<file path="config.mk">
export PLATFORM = sky130hd
export DESIGN_NAME = pc_unit
export DESIGN_NICKNAME = d
export VERILOG_FILES = /design/src/rtl/pc_unit.sv
export SDC_FILE = /design/constraint.sdc
export NUM_CORES = 1
export LEC_CHECK = 0
export BUFFER_PORTS_ARGS = -buffer_cell sky130_fd_sc_hd__buf_4
export CAP_MARGIN = 30
export CORE_ASPECT_RATIO = 2
export CORE_MARGIN = 2
export CORE_UTILIZATION = 45
export DETAILED_ROUTE_END_ITERATION = 10
export PLACE_DENSITY = 0.77
export SYNTH_ARGS = -nofsm -noshare
export SYNTH_HDL_FRONTEND = slang
export SYNTH_SLANG_ARGS = --single-unit
</file>
<file path="constraint.sdc">
create_clock -name clk_i -period 6.35 [get_ports clk_i]
set_input_delay 0.9525 -clock clk_i [delete_from_list [all_inputs] [get_ports clk_i]]
set_output_delay 0.9525 -clock clk_i [all_outputs]
set_load 0.03 [all_outputs]
</file>
<file path="src/rtl/pc_unit.sv">
// Program-counter unit: holds the fetch PC, picks the next PC each cycle
// (sequential, branch, jump/call, return, exception) and predicts return
// targets with a small circular return-address stack.
module pc_unit #(
    parameter int unsigned       WIDTH        = 32,
    parameter logic [WIDTH-1:0]  RESET_VECTOR = 32'h0000_0000,
    parameter logic [WIDTH-1:0]  EXC_VECTOR   = 32'h0000_0080,
    parameter int unsigned       INSTR_BYTES  = 4,
    parameter int unsigned       RAS_DEPTH    = 4
) (
    input  logic                       clk_i,
    input  logic                       rst_i,
    input  logic                       start_i,
    input  logic                       stall_i,
    input  logic                       exc_i,
    input  logic                       branch_taken_i,
    input  logic [WIDTH-1:0]           branch_target_i,
    input  logic                       jump_i,
    input  logic                       call_i,
    input  logic [WIDTH-1:0]           jump_target_i,
    input  logic                       ret_i,
    input  logic [WIDTH-1:0]           ret_target_i,
    output logic [WIDTH-1:0]           pc_o,
    output logic                       pc_valid_o,
    output logic [$clog2(RAS_DEPTH):0] ras_count_o
);

    localparam int unsigned      PTR_W   = $clog2(RAS_DEPTH);
    localparam int unsigned      CNT_W   = PTR_W + 1;
    localparam logic [WIDTH-1:0] PC_INC  = WIDTH'(INSTR_BYTES);
    localparam logic [CNT_W-1:0] CNT_MAX = CNT_W'(RAS_DEPTH);

    logic [WIDTH-1:0] pc_reg, pc_next;
    logic             valid_reg, valid_next;
    logic [PTR_W-1:0] ptr_reg, ptr_next;     // next free slot; top is ptr_reg-1
    logic [CNT_W-1:0] count_reg, count_next;
    logic [WIDTH-1:0] ras_mem [RAS_DEPTH];

    logic             advance;
    logic             push;
    logic [WIDTH-1:0] seq_pc;
    logic [PTR_W-1:0] top_idx;
    logic [WIDTH-1:0] ras_top;

    // Exception overrides a stall, but nothing moves while the core is not started.
    assign advance = start_i & (~stall_i | exc_i);
    assign seq_pc  = pc_reg + PC_INC;
    assign top_idx = ptr_reg - PTR_W'(1);
    // The stack is a handful of flops, so the top is read combinationally
    // to keep the return redirect at one-cycle latency.
    assign ras_top = ras_mem[top_idx];

    // Next-PC selection by strict priority, plus the matching RAS pointer/count update.
    always_comb begin
        pc_next    = pc_reg;
        valid_next = advance;
        ptr_next   = ptr_reg;
        count_next = count_reg;
        push       = 1'b0;
        if (advance) begin
            if (exc_i) begin
                pc_next    = EXC_VECTOR;
                ptr_next   = '0;
                count_next = '0;
            end else if (branch_taken_i) begin
                pc_next = branch_target_i;
            end else if (call_i) begin
                // A full stack overwrites its oldest entry; the pointer simply wraps.
                pc_next  = jump_target_i;
                push     = 1'b1;
                ptr_next = ptr_reg + PTR_W'(1);
                if (count_reg != CNT_MAX) begin
                    count_next = count_reg + CNT_W'(1);
                end
            end else if (jump_i) begin
                pc_next = jump_target_i;
            end else if (ret_i) begin
                if (count_reg != '0) begin
                    pc_next    = ras_top;
                    ptr_next   = top_idx;
                    count_next = count_reg - CNT_W'(1);
                end else begin
                    pc_next = ret_target_i;
                end
            end else begin
                pc_next = seq_pc;
            end
        end
    end

    // PC, valid flag and stack bookkeeping registers.
    always_ff @(posedge clk_i or negedge rst_i) begin
        if (!rst_i) begin
            pc_reg    <= RESET_VECTOR;
            valid_reg <= 1'b0;
            ptr_reg   <= '0;
            count_reg <= '0;
        end else begin
            pc_reg    <= pc_next;
            valid_reg <= valid_next;
            ptr_reg   <= ptr_next;
            count_reg <= count_next;
        end
    end

    // Return-address storage: write the link address into the free slot on a call.
    always_ff @(posedge clk_i or negedge rst_i) begin
        if (!rst_i) begin
            for (int i = 0; i < int'(RAS_DEPTH); i++) begin
                ras_mem[i] <= '0;
            end
        end else if (push) begin
            ras_mem[ptr_reg] <= seq_pc;
        end
    end

    assign pc_o        = pc_reg;
    assign pc_valid_o  = valid_reg;
    assign ras_count_o = count_reg;

endmodule

</file>
==> impl_metrics.json <==
{
  "status": "completed",
  "yosysWarnings": 0,
  "drc_errors": 0,
  "critPathArrivalTime_ns": 4.03,
  "synth-edff-count": 0,
  "rows": 74,
  "cp-start-kind": "flop",
  "final_common_cell": "nand2_1",
  "skew_ns": 0.009822,
  "slew_viol_final": 0,
  "criticalPathCategory": "reg2reg",
  "die_w_um": 105.0,
  "final_cell_area_mm2": 0.01089,
  "clock_latency_ns": 0.43,
  "hold_violations": 0,
  "die_area_mm2": 0.02163,
  "fin_cells": 1338,
  "cts_inserted_buffers": 17,
  "finalSetupTns_ns": 0,
  "port_buffers": 140,
  "place_ws_ns": 2.615,
  "ant_nets": 0,
  "tightest_slew_ns": 0.9323,
  "antenna_found_initial": 0,
  "grt_max_degree": 99,
  "critPathMaxStageDelay_ns": 0.83,
  "rsz0062_at_grt": "false",
  "top_register": "ras_mem",
  "setup_viol": 0,
  "ioPinCount": 141,
  "critical_path_required_ns": 6.66,
  "p_leak_nw": 4.750,
  "first_pass_iters": 5,
  "cts_buffer_depth": 2,
  "placed_cell_area_mm2": 0.01035,
  "netlist_instances": 961,
  "worst_slack_ns": 2.627,
  "num_antenna_cells": 0,
  "layout_common_cells": "nand2_1 (200), dfrtp_1 (165), buf_4 (152)",
  "syn-cell-area_mm2": 0.009183,
  "cts_tree": "built",
  "peakVddDrop_uv": 208.1,
  "cts_resized": 0,
  "synth_seq_cells": 166,
  "r2r_slack_ns": 2.63,
  "cts_hold_buf": 0,
  "crit_path_cell_trace": "buf_4 > inv_1 > ha_1 > buf_4 > mux4_2 > mux2_1 > o221ai_1 > a21oi_1 > a221o_1",
  "hold_slack_ns": 0.4766,
  "p_per_area_mw_per_mm2": 316.2,
  "cts_sinks": 166,
  "synth.yosys.seq_area_share_pct": 45.24,
  "fin_crit_sh_pct": 58.63,
  "largest_register_ffs": 128,
  "maxCapViolCount": 0,
  "htreeDepth": 4,
  "nNetsFinal": 1170,
  "layout_min_cycle_time_ns": 3.723,
  "synth-main-ff-cell": "dfrtp_1",
  "dieHeight_um": 206.0,
  "postCtsSetupRepairBufs": 0,
  "ys_types": 75,
  "num_vias": 8267,
  "max_freq_mhz": 268.6,
  "area_delta_synth_final_pct": 18.63,
  "grt_pass1_wl_um": 44570,
  "initial_core_util_pct": 45.49,
  "core-area_mm2": 0.02018,
  "grt_usage_pct": 26.56,
  "drt_iter0_drc": 790,
  "grt_overflow": 0,
  "path_max_fanout": 36,
  "wl_per_cell_um": 21.29,
  "dp_hpwl_um": 18810,
  "syn_nets": 1072,
  "crit_path_end_kind": "flop",
  "layout-drive-gt1-share_pct": 24.07,
  "hold_class": "reg2reg",
  "cts_root_buf": "clkbuf_16",
  "wl_um": 28480,
  "maxSlewHeadroom_pct": 37.85,
  "viasPerCell": 6.179,
  "grt_pass1_vias": 8141,
  "cp_common_cell": "buf_4",
  "place.gp.congestion": 0.8909,
  "syn_area_per_cell_um2": 9.555,
  "slowest_stage": "ha_1",
  "dp_cells": 1306,
  "clk_pin_slew_ns": 0.07,
  "async_reset_ff_share_pct": 100.0
}
metal layers:
metal,vias to the layer above,share of wire [%],track usage (%)
met2,489,48,44.18
li1,3660,-,-
met3,84,10,4.793
met4,0,3.4,10.14
met5,-,0,0
met1,4034,38,34.56
path summary, 6_finish.rpt:
kind	start	end	cells after the start
min in group asynchronous	rst_i	pc_o[2]	1
worst max register to register	ptr_reg[0]	pc_o[14]	9
worst max-delay path	ptr_reg[0]	pc_o[14]	9
worst min-delay path	ras_mem[113]	ras_mem[113]	2
max in group asynchronous	rst_i	ptr_reg[0]	2
worst min register to register	ras_mem[113]	ras_mem[113]	2
power by group:
group          total (mW)  switching [mW]  leakage, nW  internal (mW)
clock               0.972           0.461        0.257          0.511
combinational        1.08           0.624         2.24          0.451
sequential           1.40           0.149         2.25           1.25
per-stage QoR:
stage	total power [mW]	utilization, %
3_5_place_dp	2.477	51.26
2_1_floorplan	2.128	-
6_report	3.444	53.97
4_1_cts	3.439	53.97
3_3_place_gp	2.430	51.26
5_1_grt	3.606	53.97
cell type report:
type / instances / area, um2
clock inverters: 14 / 116.4
repair buffers: 153 / 1152
multi-input cells: 703 / 4639
inverters: 18 / 67.56
flip-flops and latches: 166 / 4155
clock buffers: 18 / 429.2
well taps: 266 / 332.8
fillers: 1788 / 9291
worst max-delay path: cells and delay by family, from the launching register on:
kind	cells	cell delay [ns]
adders and majority gates	1	0.83
AOI/OAI and AO/OA	3	0.50
muxes	2	0.66
buffers and inverters	3	1.25
DFF	1	0.34
cells by family after synthesis:
logic type / Yosys count / share of synthesized area, %
xor+xnor: 23 / 2.194
simple gates: 335 / 18.27
fa+ha+maj: 6 / 0.8993
buf+inv: 92 / 4.360
compound gates: 287 / 18.82
mux: 52 / 10.22
flops: 166 / 45.24
synthesized netlist by cell type (4+ instances only):
master,instances,share of area (%)
nand3_2,4,0.44
nand2b_1,9,0.61
mux2_2,10,1.2
inv_1,16,0.65
o2bb2ai_1,4,0.38
mux4_2,32,7.8
nand4_1,10,0.68
xor2_1,5,0.48
nor4_1,4,0.27
nor4_2,5,0.68
dfrtp_1,166,45
nor2_1,29,1.2
buf_4,9,0.74
a31oi_1,9,0.61
nor3_1,8,0.44
ha_1,5,0.68
a21oi_1,35,1.9
xnor2_1,18,1.7
nand3_1,20,1.1
a211oi_1,13,1.1
o21ai_1,18,0.98
o21ai_0,144,7.8
a221o_1,7,0.76
nand2_1,200,8.2
o21a_1,4,0.33
and2_1,4,0.27
and3_1,8,0.55
a211o_1,4,0.38
clkbuf_1,49,2.0
nor4_4,4,0.93
buf_2,11,0.60
buf_1,4,0.16
o31ai_1,11,0.90
mux2_1,4,0.49
a32oi_1,5,0.48
mux2i_1,6,0.65
Power figures use the tool's default switching activity.
